## config.mk

```make
export PLATFORM = sky130hd
export DESIGN_NAME = prog_loader_flat
export DESIGN_NICKNAME = d
export VERILOG_FILES = /design/src/rtl/prog_loader_if.sv /design/src/rtl/prog_loader.sv /design/src/flat_wrapper.sv
export SDC_FILE = /design/constraint.sdc
export NUM_CORES = 1
export LEC_CHECK = 0
export CELL_PAD_IN_SITES_DETAIL_PLACEMENT = 1
export CELL_PAD_IN_SITES_GLOBAL_PLACEMENT = 2
export CORE_UTILIZATION = 25
export DETAILED_ROUTE_END_ITERATION = 7
export GPL_ROUTABILITY_DRIVEN = 1
export GPL_TIMING_DRIVEN = 0
export PLACE_DENSITY = 0.56
export SLEW_MARGIN = 40
export SYNTH_ARGS = -nofsm -noshare
export SYNTH_HDL_FRONTEND = slang
export SYNTH_SLANG_ARGS = --single-unit
```

## constraint.sdc

```tcl
create_clock -name clk -period 1.9 [get_ports clk]
set_input_delay 0.57 -clock clk [delete_from_list [all_inputs] [get_ports clk]]
set_output_delay 0.57 -clock clk [all_outputs]
set_load 0.05 [all_outputs]
```

## src/rtl/prog_loader_if.sv

```systemverilog
// Stream-in / memory-write-out bundle for the boot-time program loader.
interface prog_loader_if;
  logic        in_valid;
  logic [7:0]  in_data;
  logic        in_ready;
  logic [15:0] mem_addr;
  logic [7:0]  mem_wdata;
  logic        mem_we;
  logic        cpu_hold;
  logic        done;
  logic        err;

  modport master (
    output in_valid, in_data,
    input  in_ready, mem_addr, mem_wdata, mem_we, cpu_hold, done, err
  );

  modport slave (
    input  in_valid, in_data,
    output in_ready, mem_addr, mem_wdata, mem_we, cpu_hold, done, err
  );
endinterface

```

## src/rtl/prog_loader.sv

```systemverilog
// Boot-time program loader: parses a framed byte stream, writes the payload into
// the processor's byte memory and releases the processor after a good end frame.
module prog_loader #(
  parameter logic [7:0] SYNC_BYTE = 8'hA5,
  parameter int         TIMEOUT   = 1024
) (
  input  logic         clk,
  input  logic         reset,
  prog_loader_if.slave bus
);

  localparam int                IDLE_W    = (TIMEOUT > 1) ? $clog2(TIMEOUT) : 1;
  localparam logic [IDLE_W-1:0] IDLE_LAST = IDLE_W'(TIMEOUT - 1);

  typedef enum logic [3:0] {
    S_SYNC, S_ADDRH, S_ADDRL, S_LENH, S_LENL, S_DATA, S_CSUM, S_DONE, S_ERR
  } state_e;

  state_e            state_q;
  logic [15:0]       addr_q, count_q, mem_addr_q;
  logic [7:0]        len_h_q, csum_q, mem_wdata_q;
  logic              end_q, mem_we_q, cpu_hold_q, done_q, err_q;
  logic [IDLE_W-1:0] idle_q;
  logic              in_ready, xfer, timed;

  // in_ready decodes state only, so there is no combinational path from in_valid.
  assign in_ready = (state_q != S_DONE) && (state_q != S_ERR);
  assign xfer     = bus.in_valid && in_ready;
  assign timed    = state_q inside {S_ADDRH, S_ADDRL, S_LENH, S_LENL, S_DATA, S_CSUM};

  always_ff @(posedge clk or negedge reset) begin
    if (!reset) begin
      state_q     <= S_SYNC;
      addr_q      <= '0;
      count_q     <= '0;
      len_h_q     <= '0;
      csum_q      <= '0;
      end_q       <= 1'b0;
      idle_q      <= '0;
      mem_addr_q  <= '0;
      mem_wdata_q <= '0;
      mem_we_q    <= 1'b0;
      cpu_hold_q  <= 1'b1;
      done_q      <= 1'b0;
      err_q       <= 1'b0;
    end else begin
      // NOTE: non-blocking default makes mem_we a one-cycle strobe; the S_DATA branch overrides it.
      mem_we_q <= 1'b0;
      if (xfer) idle_q <= '0;

      case (state_q)
        S_SYNC: if (xfer && bus.in_data == SYNC_BYTE) begin
          csum_q  <= '0;
          state_q <= S_ADDRH;
        end
        S_ADDRH: if (xfer) begin
          addr_q[15:8] <= bus.in_data;
          csum_q       <= csum_q + bus.in_data;
          state_q      <= S_ADDRL;
        end
        S_ADDRL: if (xfer) begin
          addr_q[7:0] <= bus.in_data;
          csum_q      <= csum_q + bus.in_data;
          state_q     <= S_LENH;
        end
        S_LENH: if (xfer) begin
          len_h_q <= bus.in_data;
          csum_q  <= csum_q + bus.in_data;
          state_q <= S_LENL;
        end
        S_LENL: if (xfer) begin
          csum_q  <= csum_q + bus.in_data;
          count_q <= {len_h_q, bus.in_data};
          end_q   <= ({len_h_q, bus.in_data} == 16'd0);
          state_q <= ({len_h_q, bus.in_data} == 16'd0) ? S_CSUM : S_DATA;
        end
        S_DATA: if (xfer) begin
          mem_we_q    <= 1'b1;
          mem_addr_q  <= addr_q;
          mem_wdata_q <= bus.in_data;
          addr_q      <= addr_q + 16'd1;
          count_q     <= count_q - 16'd1;
          csum_q      <= csum_q + bus.in_data;
          if (count_q == 16'd1) state_q <= S_CSUM;
        end
        S_CSUM: if (xfer) begin
          if (bus.in_data != csum_q) begin
            state_q <= S_ERR;
            err_q   <= 1'b1;
          end else if (end_q) begin
            state_q    <= S_DONE;
            done_q     <= 1'b1;
            cpu_hold_q <= 1'b0;
          end else begin
            state_q <= S_SYNC;
          end
        end
        default: ;
      endcase

      // A transfer in the expiring cycle wins; only an idle cycle can time out.
      if (timed && !xfer && TIMEOUT != 0) begin
        if (idle_q == IDLE_LAST) begin
          state_q <= S_ERR;
          err_q   <= 1'b1;
        end else begin
          idle_q <= idle_q + 1'b1;
        end
      end
    end
  end

  assign bus.in_ready  = in_ready;
  assign bus.mem_addr  = mem_addr_q;
  assign bus.mem_wdata = mem_wdata_q;
  assign bus.mem_we    = mem_we_q;
  assign bus.cpu_hold  = cpu_hold_q;
  assign bus.done      = done_q;
  assign bus.err       = err_q;

endmodule

```

## src/flat_wrapper.sv

```systemverilog
// flat-port wrapper written by rule: the top's interface ports become plain ports
module prog_loader_flat 
#(
  parameter logic [7:0] SYNC_BYTE = 8'hA5,
  parameter int         TIMEOUT   = 1024
)
  (clk, reset, bus_in_valid, bus_in_data, bus_in_ready, bus_mem_addr, bus_mem_wdata, bus_mem_we, bus_cpu_hold, bus_done, bus_err);
  prog_loader_if bus_i ();
  input  logic clk;
  input  logic reset;
  input wire logic [$bits(bus_i.in_valid)-1:0] bus_in_valid;
  input wire logic [$bits(bus_i.in_data)-1:0] bus_in_data;
  output wire logic [$bits(bus_i.in_ready)-1:0] bus_in_ready;
  output wire logic [$bits(bus_i.mem_addr)-1:0] bus_mem_addr;
  output wire logic [$bits(bus_i.mem_wdata)-1:0] bus_mem_wdata;
  output wire logic [$bits(bus_i.mem_we)-1:0] bus_mem_we;
  output wire logic [$bits(bus_i.cpu_hold)-1:0] bus_cpu_hold;
  output wire logic [$bits(bus_i.done)-1:0] bus_done;
  output wire logic [$bits(bus_i.err)-1:0] bus_err;
  assign bus_i.in_valid = bus_in_valid;
  assign bus_i.in_data = bus_in_data;
  assign bus_in_ready = bus_i.in_ready;
  assign bus_mem_addr = bus_i.mem_addr;
  assign bus_mem_wdata = bus_i.mem_wdata;
  assign bus_mem_we = bus_i.mem_we;
  assign bus_cpu_hold = bus_i.cpu_hold;
  assign bus_done = bus_i.done;
  assign bus_err = bus_i.err;
  prog_loader #(.SYNC_BYTE(SYNC_BYTE), .TIMEOUT(TIMEOUT)) u_core (.clk(clk), .reset(reset), .bus(bus_i));
endmodule
```

==> metrics list, run 1 <==
- The repair_antennas step left the layout with diodes totalling 0.
* Transition time at the pin with the least slew margin: ~0.65 ns
- The via count of the first global-routing pass was ~4500.
- Post-placement cell count: between 700 and 800
- Number of nets in the finished design: 603
- Summed over all instances, the cell type with the most area after synthesis is dfrtp_1.
* Syn Area/Cell: 9.793 µm²
- Post-detailed-placement half-perimeter wirelength: 11190 µm
* Fraction of synthesis flops using an asynchronous set or reset pin: 1.000
- The worst hold path belongs to the class primary input to asynchronous set/reset pin.
- Largest cells by area after synthesis: dfrtp_1 (46%), mux2_2 (7.4%), a21oi_1 (5.3%)
* DRC Markers: 0
- The checks that failed: negative setup slack.
* Final Cycle Share: 1.064
* Fraction of layout cells with a size suffix above 1: 0.2838
- The synthesized design contains 0 enable-type register cells.
* Power density of the placed cells: 1671 mW/mm²
- Die boundary height: 141.4 µm
* Buffers added on ports: 38
* DRT Wirelength: 16690 µm
* Wire length of the first global-routing pass: 26800 µm
* Type of the worst setup path: register to register
* Setup slack of the critical path after layout: -0.1218 ns
- The cell count after synthesis came out at 496.
- GPL Wtd Cong: slightly below 0.8
- The die covers between 0.015 and 0.02 mm².
* Later-pin clock latency in the skew report: between 0.3 and 0.4 ns
- During I/O placement, the number of pins put on the boundary was 40.
- Counting I/O delays and the setup requirement, the final critical path takes 2.022 ns.
- Once layout is done, the placed cells without fillers occupy 0.006520 mm².
* Starting DRC count in detailed routing: 208
- Counting cells, the worst reg-to-reg path comes to 7.
- Max IR drop VDD: 0.0008828 V
- Number of endpoints with negative hold slack in the final report: 0
* Top post-synthesis cells by count: dfrtp_1 (90), a21oi_1 (51), nor2_1 (42)
- Maximum number of pins on one net before global-route repair: 49
- The layout has ~2100 filler cells.
- Initial core utilization: 0.2571
* Chip width: between 100 and 150 µm
- In the synthesized netlist the dominant register cell turns out to be dfrtp_1.
- Excluding fillers, the count of instances in the completed layout stands at 845.
- For this design, the sink count on the clock tree is 91.
- P&R area growth vs syn: 34.23%
- In this run the deepest clock path goes through 2 buffers.
- Arrival time worst endpoint: 2.30 ns
- The detail route stage leaves a number of antenna-violating nets equal to 0.
* Sequential area share after synthesis: 0.4691
- TritonCTS created 9 clock buffers.
- The cell sitting at the root of the clock tree is a clkbuf_16.
- Ys Warns: 0
- The design draws between 10 and 15 mW.
- The first TritonRoute pass finished after 4 iterations.
- Final Util: 0.3451
* Library cell with the highest instance count after synthesis: dfrtp_1
* Combined global-route utilization of all metal layers: 0.1778
- Post-place setup slack: -1.427 ns
* TritonCTS clock tree: built
- Achievable clock frequency: just under 500 MHz
- The worst setup path is launched from a register.
- # setup viols final: 4
- Dividing the detail-routed wire length by the instance count gives 19.75 µm.
- Setup crit end kind: register
- Along the worst path, the maximum fanout reaches 3.
- Number of slew-limit violations in the final report: 0
- Via-to-Cell Ratio: 5.015
* Net count after synthesis: 519
- Count of H-tree levels built during CTS: 3
- Aggregate negative setup slack: -0.2746 ns
- In this run the core area contains 50 standard-cell rows.
- Number of different library cells in the post-synthesis netlist: 64
- Overflow left after global routing: 0
* Required time reported for the critical path endpoint: 2.17 ns
- Setup repair after global routing could not meet its margin everywhere.
* Flip-flop and latch count after synthesis: a little over 90
- Netlist area before placement: 0.004857 mm²
- The analysis attributes to cell leakage a power of 2.677 nW.
* Clk slew on worst S/H paths: 0.07 ns
* Portion of synthesized cell area occupied by the leading cell type: 0.4637
- Number of antenna violations at the first check in global routing: 0
- WHS: 0.1170 ns
- Slew margin rel.: 0.5629
- Worst setup skew after layout: 0.007077 ns
* Total cell area at the placement stage: 0.005733 mm²
- The final route contains 4238 vias.
- Max-cap violations in this run came to 0.
- Run status: finished, violations left
- Hold repair after CTS inserted 0 buffers.
- Core region area: 0.01889 mm²
[what timing repair did]
item	CTS	global route
cloned	0	0
endpoints found under the hold margin	0	0
buffers inserted	20	14
gates resized for setup	121	38
pin swaps	12	18
endpoints found under the setup margin	115	49
[flip-flops by register name, summed over array words and instances (netlist names)]
signal	cells
u_core.addr_q	16
u_core.bus.mem_addr	16
u_core.count_q	16
u_core.idle_q	10
u_core.bus.mem_wdata	8
u_core.csum_q	8
u_core.len_h_q	8
u_core.state_q	4
u_core.bus.cpu_hold	1
u_core.bus.done	1
u_core.bus.err	1
u_core.bus.mem_we	1
u_core.end_q	1
[cells in the final DEF, fill, tap and decap left out, types with 9 or more instances in the layout]
cell type / n
dfrtp_1: 89
a21oi_1: 48
buf_4: 40
nand2_1: 39
nor2_1: 37
o21ai_0: 33
mux2_2: 32
dlygate4sd2_1: 28
nand3_1: 22
a31oi_1: 12
buf_6: 10
inv_1: 9
clkbuf_16: 9
[power breakdown]
group          internal [mW]  switching [mW]  total, mW
combinational           2.19            3.11       5.30
sequential              2.76           0.801       3.57
clock                   1.20           0.833       2.03
total                   6.15            4.75       10.9
[path summary, 6_finish.rpt]
kind | slack [ns] | from | end
hold reg to reg | 0.47 | u_core.bus.done | u_core.bus.done
setup / recovery | -0.12 | u_core.csum_q[6] | u_core.state_q[0]
min in group clk | 0.47 | u_core.bus.done | u_core.bus.done
max in group asynchronous | 1.20 | reset | u_core.addr_q[14]
setup reg to reg | -0.12 | u_core.csum_q[6] | u_core.state_q[0]
hold / removal | 0.12 | reset | u_core.count_q[13]
[cell type report]
cell class                      count  area (µm²)  share of cell area
Tap cell                          260       325.3             0.04989
Clock inverter                      5       85.08             0.01305
Multi-Input combinational cell    374        2723              0.4176
Inverter                            9       33.78            0.005181
Clock buffer                       11       242.7             0.03723
Sequential cell                    91        2280              0.3496
Buffer                             22       176.4             0.02706
Timing Repair Buffer               73       654.4              0.1004
[per-layer routing]
metal | vias to the layer above | GRT usage | share of wire
met5 | - | 0 | 0
met4 | 0 | 0.03735 | 0.0087
met3 | 13 | 0.03409 | 0.017
met2 | 37 | 0.2991 | 0.49
met1 | 2174 | 0.2373 | 0.48
li1 | 2014 | - | -
[critical path: stages, from the launching register on]
cell and delay, ns:
dfrtp_1 0.41, ha_4 0.25, nor4_4 0.31, nand4_1 0.21, nand2_1 0.14, o21ai_2 0.07, a2111oi_2 0.36, a2bb2oi_1 0.19
[cells by family (layout without fill, tap and decap cells)]
| logic type | count (synthesis) | count (layout) | share of synthesized area |
|---|---|---|---|
| flip-flops | 91 | 91 | 0.4691 |
| adder cells (fa/ha/maj) | 12 | 12 | 0.03246 |
| AO/OA/AOI/OAI | 149 | 149 | 0.1932 |
| XOR/XNOR | 7 | 7 | 0.01262 |
| buffers and inverters | 31 | 120 | 0.02962 |
| multiplexers | 37 | 37 | 0.08449 |
| AND/OR/NAND/NOR | 169 | 169 | 0.1785 |
Note: power is estimated with default switching activity, not from simulation.
==> run 2, diff against run 1 <==
Settings changed: CAP_MARGIN set to 20, CORE_MARGIN set to 2.
==> metrics list, run 2 (synthesis results as in run 1) <==
* Number of nets with antenna violations after routing: 0 (unchanged)
- The root buffer cell is clkbuf_16 (unchanged).
* GPL Wtd Cong: 0.7999 (was 0.7728)
* Fraction of layout cells with a size suffix above 1: 0.2773 (was 0.2838)
* Slew margin rel.: 0.4826 (was 0.5629)
- The number of max-cap violations was 0 (unchanged).
- Post-route standard cell area excluding fillers: 0.006470 mm² (was 0.006520 mm²)
- Die boundary height: 143.4 µm (was 141.4 µm)
* Final Cycle Share: 1.054 (was 1.064)
- DRT Wirelength: 16440 µm (was 16690 µm)
- Count of H-tree levels built during CTS: 3 (unchanged)
* CP max-delay cell: a2111oi_2 (was dfrtp_1)
* Transition time at the pin with the least slew margin: 0.7652 ns (was 0.6465 ns)
- Wire length of the first global-routing pass: 26610 µm (was 26800 µm)
- The total DRC errors in the routed layout is 0 (unchanged).
- Final Util: 0.3425 (was 0.3451)
* Overflow left after global routing: 0 (unchanged)
- The effective utilization at floorplan is 0.2571 (unchanged).
- TritonCTS buffer count: 9 (unchanged)
* Max IR drop VDD: 0.0009184 V (was 0.0008828 V)
- Later-pin clock latency in the skew report: 0.35 ns (was 0.36 ns)
- The final non-filler cell total came to 837 (was 845).
- Required time reported for the critical path endpoint: 2.17 ns (about the same)
* Setup slack of the critical path after layout: -0.1030 ns (was -0.1218 ns)
- The critical path class is primary input to register (was register to register).
- Number of antenna violations at the first check in global routing: 0 (unchanged)
* Failing checks: negative setup slack (unchanged)
* Stage delay of the slowest cell on the critical path: 0.36 ns (was 0.41 ns)
- The overall routing resource usage was 0.1699 (was 0.1778).
- Buffers added on ports: 38 (unchanged)
- Routed len/inst: 19.64 µm (was 19.75 µm)
- Clk slew on worst S/H paths: 0.07 ns (about the same)
- Core region area: 0.01889 mm² (unchanged)
- Cells along the critical path: buf_4, ha_4, nor4_4, nand4_1, nand2_1, o21ai_1, a2111oi_2, a2bb2oi_1 (was ha_4, nor4_4, nand4_1, nand2_1, o21ai_2, a2111oi_2, a2bb2oi_1)
* P&R area growth vs syn: 33.20% (was 34.23%)
- The final setup violation count came to 4 (unchanged).
- Achievable clock frequency: 499.2 MHz (was 494.6 MHz)
- The via count of the first global-routing pass was 4561 (was 4515).
- The fraction of met3 tracks used by global routing came to 0.02299 (was 0.03409).
- The violation count after the first detailed-route iteration is 164 (was 208).
* Final period demand of the worst path: 2.003 ns (was 2.022 ns)
- The power per cell area came to 1703 mW/mm² (was 1671 mW/mm²).
- Run status: finished, violations left (unchanged)
* Unrepaired setup endpoints after global routing: yes (unchanged)
- The leakage power was 2.639 nW (was 2.677 nW).
* Number of slew-limit violations in the final report: 0 (unchanged)
- The nature of the critical path endpoint was a register (unchanged).
- Chip width: 143.4 µm (was 141.4 µm)
* Diode insertion count for antenna repair: 0 (unchanged)
- The final net count is 595 (was 603).
* Number of detailed-routing iterations run before antenna repair: 4 (unchanged)
- Critical Path Start Type: primary input (was register)
- The hold violation total from the final report was 0 (unchanged).
* Total cell area at the placement stage: 0.005733 mm² (unchanged)
* TritonCTS clock tree: built (unchanged)
- Top library cells by usage in the layout, fill and taps aside: dfrtp_1 (87), a21oi_1 (48), nand2_1 (39) (was dfrtp_1 (89), a21oi_1 (48), buf_4 (40)).
* Path category of the worst min-delay check: primary input to asynchronous set/reset pin (unchanged)
- I/O Pins: 40 (unchanged)
- The cts-stage hold buffer count was 0 (unchanged).
- Most common cell after layout, fill and taps aside: dfrtp_1 (unchanged)
- Number of buffers on the longest clock path: 2 (unchanged)
* Number of fill cells in the layout: 2164 (was 2145)
- The total placed cells including tap cells came to 795 (unchanged).
- The number of cell rows was 50 (unchanged).
- Routing usage on met2: 0.2699 (was 0.2991)
- Met1 Resource Use GR: 0.2374 (was 0.2373)
* Post-detailed-placement half-perimeter wirelength: 11200 µm (was 11190 µm)
- Vias post-DR: 4225 (was 4238)
- The per-cell via count in the routed design is 5.048 (was 5.015).
- The arrival time reported for the critical path endpoint came to 2.27 ns (was 2.30 ns).
- Worst setup skew after layout: 0.007576 ns (was 0.007077 ns)
- Count of clock tree sinks: 91 (unchanged)
- Crit Path Max Fanout: 6 (was 3)
* Layer with the highest usage: met2 (unchanged)
* Die footprint: 0.02056 mm² (was 0.01999 mm²)
* Maximum number of pins on one net before global-route repair: 55 (was 49)
[run 2: changes by cell type in the layout (fill, tap and decap cells not counted), sizes merged]
| cell | change |
|---|---|
| clkinv | -1 |
| bufinv | +2 |
| buf | -7 |
| clkbuf | -3 |
| clkinvlp | +2 |
| inv | -1 |
[run 2: layer usage]
metal	share of wire	vias to the layer above
li1	-	1990
met2	0.47	49
met5	0	-
met3	0.025	23
met4	0.021	0
met1	0.48	2163
[run 2: worst max-delay path: cells and delay by family]
kind            cells  cell delay [ns]
simple gates        3             0.64
compound gates      3             0.62
fa+ha+maj           1             0.27
buf+inv             1             0.17
[run 2: cell type report]
| type | instances | area [µm²] | share of cell area |
|---|---|---|---|
| plain buffers | 22 | 175.2 | 0.02707 |
| clock buffers | 9 | 225.2 | 0.03481 |
| clock inverters | 7 | 140.1 | 0.02166 |
| inverters | 9 | 33.78 | 0.005221 |
| multi-input cells | 374 | 2706 | 0.4183 |
| flip-flops and latches | 91 | 2282 | 0.3527 |
| well taps | 260 | 325.3 | 0.05028 |
| repair buffers | 65 | 581.8 | 0.08992 |
[run 2: power breakdown]
part / switching (mW) / total, mW / internal, mW
combinational: 3.09 / 5.21 / 2.12
sequential: 0.795 / 3.56 / 2.77
clock: 0.824 / 2.24 / 1.42
[run 2: path summary, 6_finish.rpt]
path                                        from                   to  slack (ns)  depth (start not counted)
worst max register to register  u_core.csum_q[6]    u_core.state_q[0]       -0.10                          7
worst min-delay path                       reset    u_core.count_q[2]        0.09                          1
max in group asynchronous                  reset  u_core.bus.cpu_hold        1.17                          2
worst max-delay path              bus_in_data[6]    u_core.state_q[0]       -0.10                          8
min in group clk                 u_core.bus.done      u_core.bus.done        0.47                          1
worst min register to register   u_core.bus.done      u_core.bus.done        0.47                          1
[run 2: through the flow]
stage | TNS [ns] | hold WS (ns) | power, mW | setup slack, ns
3_5_place_dp | -74.34 | 0.4621 | 8.358 | -1.387
3_3_place_gp | -407.11 | 0.4552 | 8.251 | -3.668
6_report | -0.1988 | 0.08853 | 11.02 | -0.1030
2_1_floorplan | -0.2120 | 0.2744 | 6.783 | -0.1034
5_1_grt | -0.7943 | 0.1024 | 11.77 | -0.2038
4_1_cts | -0.3392 | 0.09912 | 10.92 | -0.1235
[run 2: what timing repair did]
item                                    in CTS  in global routing
resized for setup                          120                 35
pin swaps                                   15                 14
endpoints found under the setup margin     115                 58
buffers inserted                            21                  6
==> patch 1, RTL diff (settings of run 2) <==
`TIMEOUT` is set to 1024 in 2 places; all go to 512.
--- a/src/rtl/prog_loader.sv
+++ b/src/rtl/prog_loader.sv
@@ -4,3 +4,3 @@
   parameter logic [7:0] SYNC_BYTE = 8'hA5,
-  parameter int         TIMEOUT   = 1024
+  parameter int         TIMEOUT   = 512
 ) (
--- a/src/flat_wrapper.sv
+++ b/src/flat_wrapper.sv
@@ -4,3 +4,3 @@
   parameter logic [7:0] SYNC_BYTE = 8'hA5,
-  parameter int         TIMEOUT   = 1024
+  parameter int         TIMEOUT   = 512
 )
Formal check against the unedited RTL: no difference found for any inputs over 4 cycles, from zero or initial values and one cycle with reset low; that may be too few to reach the edited logic, so the function may still have changed.
==> patch 1 against run 2 <==
- the flow still finishes with violations (negative setup slack)
- synthesized cell count fell by 0.20%
- final cell count rose by 2.4%
- setup slack improved by 16 ps
- sequential cell count decreased by 1
- design area grew 7.9%
- register-to-register slack improved by 60 ps
- largest cell class unchanged
- routed wire length is essentially flat
- synthesized area rose by 1.3%
- sequential share of layout area decreased by 2.9 points
Power is not compared: it rests on default switching activity, and its combinational part moved more than twofold at a synthesized area within 25%.
==> patch 1: results (changes against run 2) <==
global_routing:
  use_met3_pct: 2.85  # was 2.30%
  grt_pass1_vias: 4371  # was 4561
  track_usage_pct: 16.2  # was 17.0%
  antenna_found_initial: 1  # was 0
  grt_pass1_wl_um: 25600  # was 26600 µm
  grt.met1_usage_pct: 22.1  # was 23.7%
  grt_max_degree: 60  # was 55
  grtUsageMet2_pct: 26.5  # was 27.0%
finish:
  multi_input_area_share_pct: 42.5  # was 41.8%
  seq_area_um2: 2260  # was 2280 µm²
  final-clk-cell-share_pct: 5.25  # was 5.65%
  drive_gt1_share_pct: 35.9  # was 27.7%
  buf_share_pct: 14.4  # was 11.7%
  n_fill_cell: 2193  # was 2164
  final_area_um2: 6980  # was 6470 µm²
  antennaDiodeCount: 1  # was 0
  finalNetCount: 610  # was 595
  inv_count: 12  # was 9
  clkbuf_count: 10  # was 9
  n_all_buffers: 108  # was 87
  multi_input_cells: 365  # was 374
  finalNonFillerCells: 857  # was 837
  nFlopsAndLatches: 90  # was 91
place:
  numPortBuffers: 37  # was 38
  pre_cts_slack_ps: -1230  # was -1390 ps
  dp_hpwl_um: 10900  # was 11200 µm
  placed_cells: 798  # was 795
  place.gp.congestion: 0.779  # was 0.800
  placed_cell_area_um2: 5720  # was 5730 µm²
die:
  tap_cells: 265  # was 260
logic_synthesis:
  netlist_top_cells_area: "dfrtp_1 45%, mux2_2 6.9%, a21oi_1 4.2%"  # was dfrtp_1 46%, mux2_2 7.4%, a21oi_1 5.3%
  synthAdderAreaFrac_pct: 3.46  # was 3.25%
  synth-xor-area-share_pct: 2.49  # was 1.26%
  yosysSeqAreaShare_pct: 45.8  # was 46.9%
  synth_compound_gate_area_share_pct: 18.3  # was 19.3%
  synth_mux_area_share_pct: 8.14  # was 8.45%
  yosysWarnings: 0  # unchanged
  avgSynthCellArea_um2: 9.94  # was 9.79 µm²
detailed_routing:
  initialDrtViolationCount: 213  # was 164
  routed_wl_um: 16400  # about the same
  num_vias: 4244  # was 4225
  dr_wl_met3_um: 459  # was 404 µm
  met2_length_um: 7980  # was 7740 µm
sta:
  setup_ws_ps: -87.1  # was -103 ps
  setup_viol: 3  # was 4
  tns_ps: -142  # was -199 ps
  maxSlewHeadroom_pct: 65.2  # was 48.3%
run_status:
  status: "complete, but fails checks"  # unchanged
  violations: "negative setup slack"  # unchanged
critical_path:
  cp_max_fo: 5  # was 6
  arrival_ps: 1420  # was 2270 ps
clock_tree:
  cts_resized: 104  # was 120
worst_hold_path:
  hp-class: "input port to async pin"  # unchanged
[patch 1: changes by cell type after synthesis, moves of 5 or more]
cell and delta:
nor2b_1 +5, nor2_1 -6, a21oi_1 -10, nand3_1 -8
xor2_1 +6, buf_2 +7
[patch 1: final timing paths]
path | start | to | slack (ps) | cells after the start
max | u_core.state_q[3]$_DFF_PN0_ | bus_in_ready | -90 | 4
min | reset | u_core.count_q[15]$_DFFE_PN0P_ | 80 | 1
max reg2reg | u_core.count_q[1]$_DFFE_PN0P_ | u_core.count_q[10]$_DFFE_PN0P_ | -40 | 6
min reg2reg | u_core.bus.err$_DFF_PN0_ | u_core.bus.err$_DFF_PN0_ | 470 | 1
max in group asynchronous | reset | u_core.state_q[2]$_DFF_PN0_ | 1190 | 2
min in group clk | u_core.bus.err$_DFF_PN0_ | u_core.bus.err$_DFF_PN0_ | 470 | 1
[patch 1: worst max-delay path, cell delays in order, from the launching register on]
cell     delay (ps)
dfrtp_1         370
buf_6           130
and2b_4         270
a32oi_4         110
buf_6           170
==> patch 2, RTL diff (settings of run 2) <==
Without the edit above. Reset style: synchronous (`reset`), changed in one clocked block.
--- a/src/rtl/prog_loader.sv
+++ b/src/rtl/prog_loader.sv
@@ -30,3 +30,3 @@
 
-  always_ff @(posedge clk or negedge reset) begin
+  always_ff @(posedge clk) begin
     if (!reset) begin
Behaviour: not the same (a bounded check fails within 10 cycles, from zero or initial values and one cycle with reset low; the reset may be asserted at any time).
==> patch 2 against run 2 <==
- the flow still finishes with violations (negative setup slack)
- final cell count is 11% higher
- synthesized area is 2.0% lower
- setup slack worse by 23 ps
- design area is 0.64% higher
- critical path depth is 3 lower
- routed wire length is 20% higher
- die area is 1.9% lower
- sequential cell count stayed put
Power is not compared: it rests on default switching activity, and its combinational part moved more than twofold at a synthesized area within 25%.
==> patch 2: results (changes against run 2) <==
place:
  placed_cells: 887  # was 795
  dp_hpwl_um: 14000  # was 11200 µm
  numPortBuffers: 37  # was 38
  place.gp.congestion: 0.802  # was 0.800
logic_synthesis:
  synth_ff_type: "dfxtp_1"  # was dfrtp_1
  yosysWarnings: 0  # unchanged
  netlist_top_cells_area: "dfxtp_1 38%, a21oi_1 8.0%, nand2_1 6.5%"  # was dfrtp_1 46%, mux2_2 7.4%, a21oi_1 5.3%
  syn_inst: 616  # was 496
  yosysSeqAreaShare_pct: 38.3  # was 46.9%
  synthesis.nets: 639  # was 519
  synth_async_sr_flop_share_pct: 0  # was 100%
  synthTopCellsByCount: "91 x dfxtp_1, 82 x nand2_1, 76 x a21oi_1, 58 x nor2_1, 43 x o21ai_0"  # was 90 x dfrtp_1, 51 x a21oi_1, 42 x nor2_1, 40 x nand2_1, 34 x o21ai_0
  ys_types: 61  # was 64
critical_path:
  arrival_ps: 2300  # was 2270 ps
  cp_max_fo: 3  # was 6
clock_tree:
  cts_root_buf: "clkbuf_16"  # unchanged
  cts_buffers: 9  # unchanged
  htreeDepth: 3  # unchanged
global_routing:
  grt_pass1_wl_um: 30400  # was 26600 µm
  grt_max_degree: 17  # was 55
  track_usage_pct: 19.9  # was 17.0%
  grt_pass1_vias: 5077  # was 4561
detailed_routing:
  wl_per_cell_um: 21.2  # was 19.6 µm
  dr.pass1.iters: 4  # unchanged
  initialDrtViolationCount: 300  # was 164
  num_vias: 4979  # was 4225
finish:
  finalNetCount: 710  # was 595
  antennaDiodeCount: 0  # unchanged
  finalNonFillerCells: 926  # was 837
  drive_gt1_share_pct: 23.3  # was 27.7%
sta:
  fin_skew_ps: 9.75  # was 7.58 ps
  setup_ws_ps: -126  # was -103 ps
  setup_viol: 6  # was 4
  worst-slew-pin-transition_ps: 831  # was 765 ps
run_status:
  violations: "negative setup slack"  # unchanged
  status: "complete, but fails checks"  # unchanged
worst_hold_path:
  hp-class: "flop to flop"  # was input port to async pin
pwr:
  ir_drop_v: 0.000481
## patch 2: stage by stage
stage	cell area (µm²)	setup TNS, ps	hold slack (ps)	setup slack (ps)	power, W
floorplan	4840	-887	441	-288	0.00205
global placement	5510	-78110	445	-1460	0.00216
detailed placement	5510	-76870	451	-1460	0.00216
CTS	6170	-369	459	-112	0.00412
global route	6510	-809	480	-179	0.00422
finish	6510	-278	456	-126	0.00408
## patch 2: final timing paths
path | start | endpoint | cells after the start
hold reg to reg | u_core.bus.mem_addr[0]$_SDFFE_PN0P_ | u_core.bus.mem_addr[0]$_SDFFE_PN0P_ | 2
setup / recovery | u_core.count_q[1]$_SDFFE_PN0P_ | u_core.count_q[15]$_SDFFE_PN0P_ | 5
setup reg to reg | u_core.count_q[1]$_SDFFE_PN0P_ | u_core.count_q[15]$_SDFFE_PN0P_ | 5
hold / removal | u_core.bus.mem_addr[0]$_SDFFE_PN0P_ | u_core.bus.mem_addr[0]$_SDFFE_PN0P_ | 2
## patch 2: cell type report
cell class,count,area (µm²)
Multi-Input combinational cell,474,3200
Clock inverter,6,71.3
Tap cell,234,293
Timing Repair Buffer,62,558
Fill cell,2207,12200
Buffer,34,236
Sequential cell,91,1850
Inverter,15,68.8
Clock buffer,10,229
## patch 2: what timing repair did
action / CTS / global route
gates cloned: 0 / 1
hold endpoints to repair: 0 / 0
pin swaps: 14 / 12
setup buffers: 10 / 14
resized for setup: 172 / 62
setup endpoints to repair: 120 / 72
## patch 2: layer usage
| layer | global-route usage [%] | wire length (µm) |
|---|---|---|
| met3 | 2.73 | 548 |
| met5 | 0 | 0 |
| met1 | 28.4 | 9730 |
| met2 | 31.9 | 9150 |
| met4 | 4.84 | 244 |
## patch 2: where the power goes
group          internal (W)  total, W  switching (W)
clock               0.00104   0.00194       0.000905
sequential          0.00190   0.00190    0.000000234
combinational     0.0000787  0.000242       0.000164
## patch 2: kinds of logic (layout without fill, tap and decap cells)
kind of cell	count (synthesis)	in the layout	share of synthesized area [%]
XOR/XNOR	4	4	0.736
flip-flops	91	91	38.3
multiplexers	10	10	2.13
adder cells (fa/ha/maj)	12	12	3.31
buffers and inverters	51	127	4.05
AO/OA/AOI/OAI	192	192	24.8
AND/OR/NAND/NOR	256	256	26.7
## patch 2: critical path, stage by stage, from the launching register on
cell      delay (ps)
dfxtp_2          340
or4_4            540
or4_4            560
nor3_4           140
mux2i_1          100
a221oi_2         260
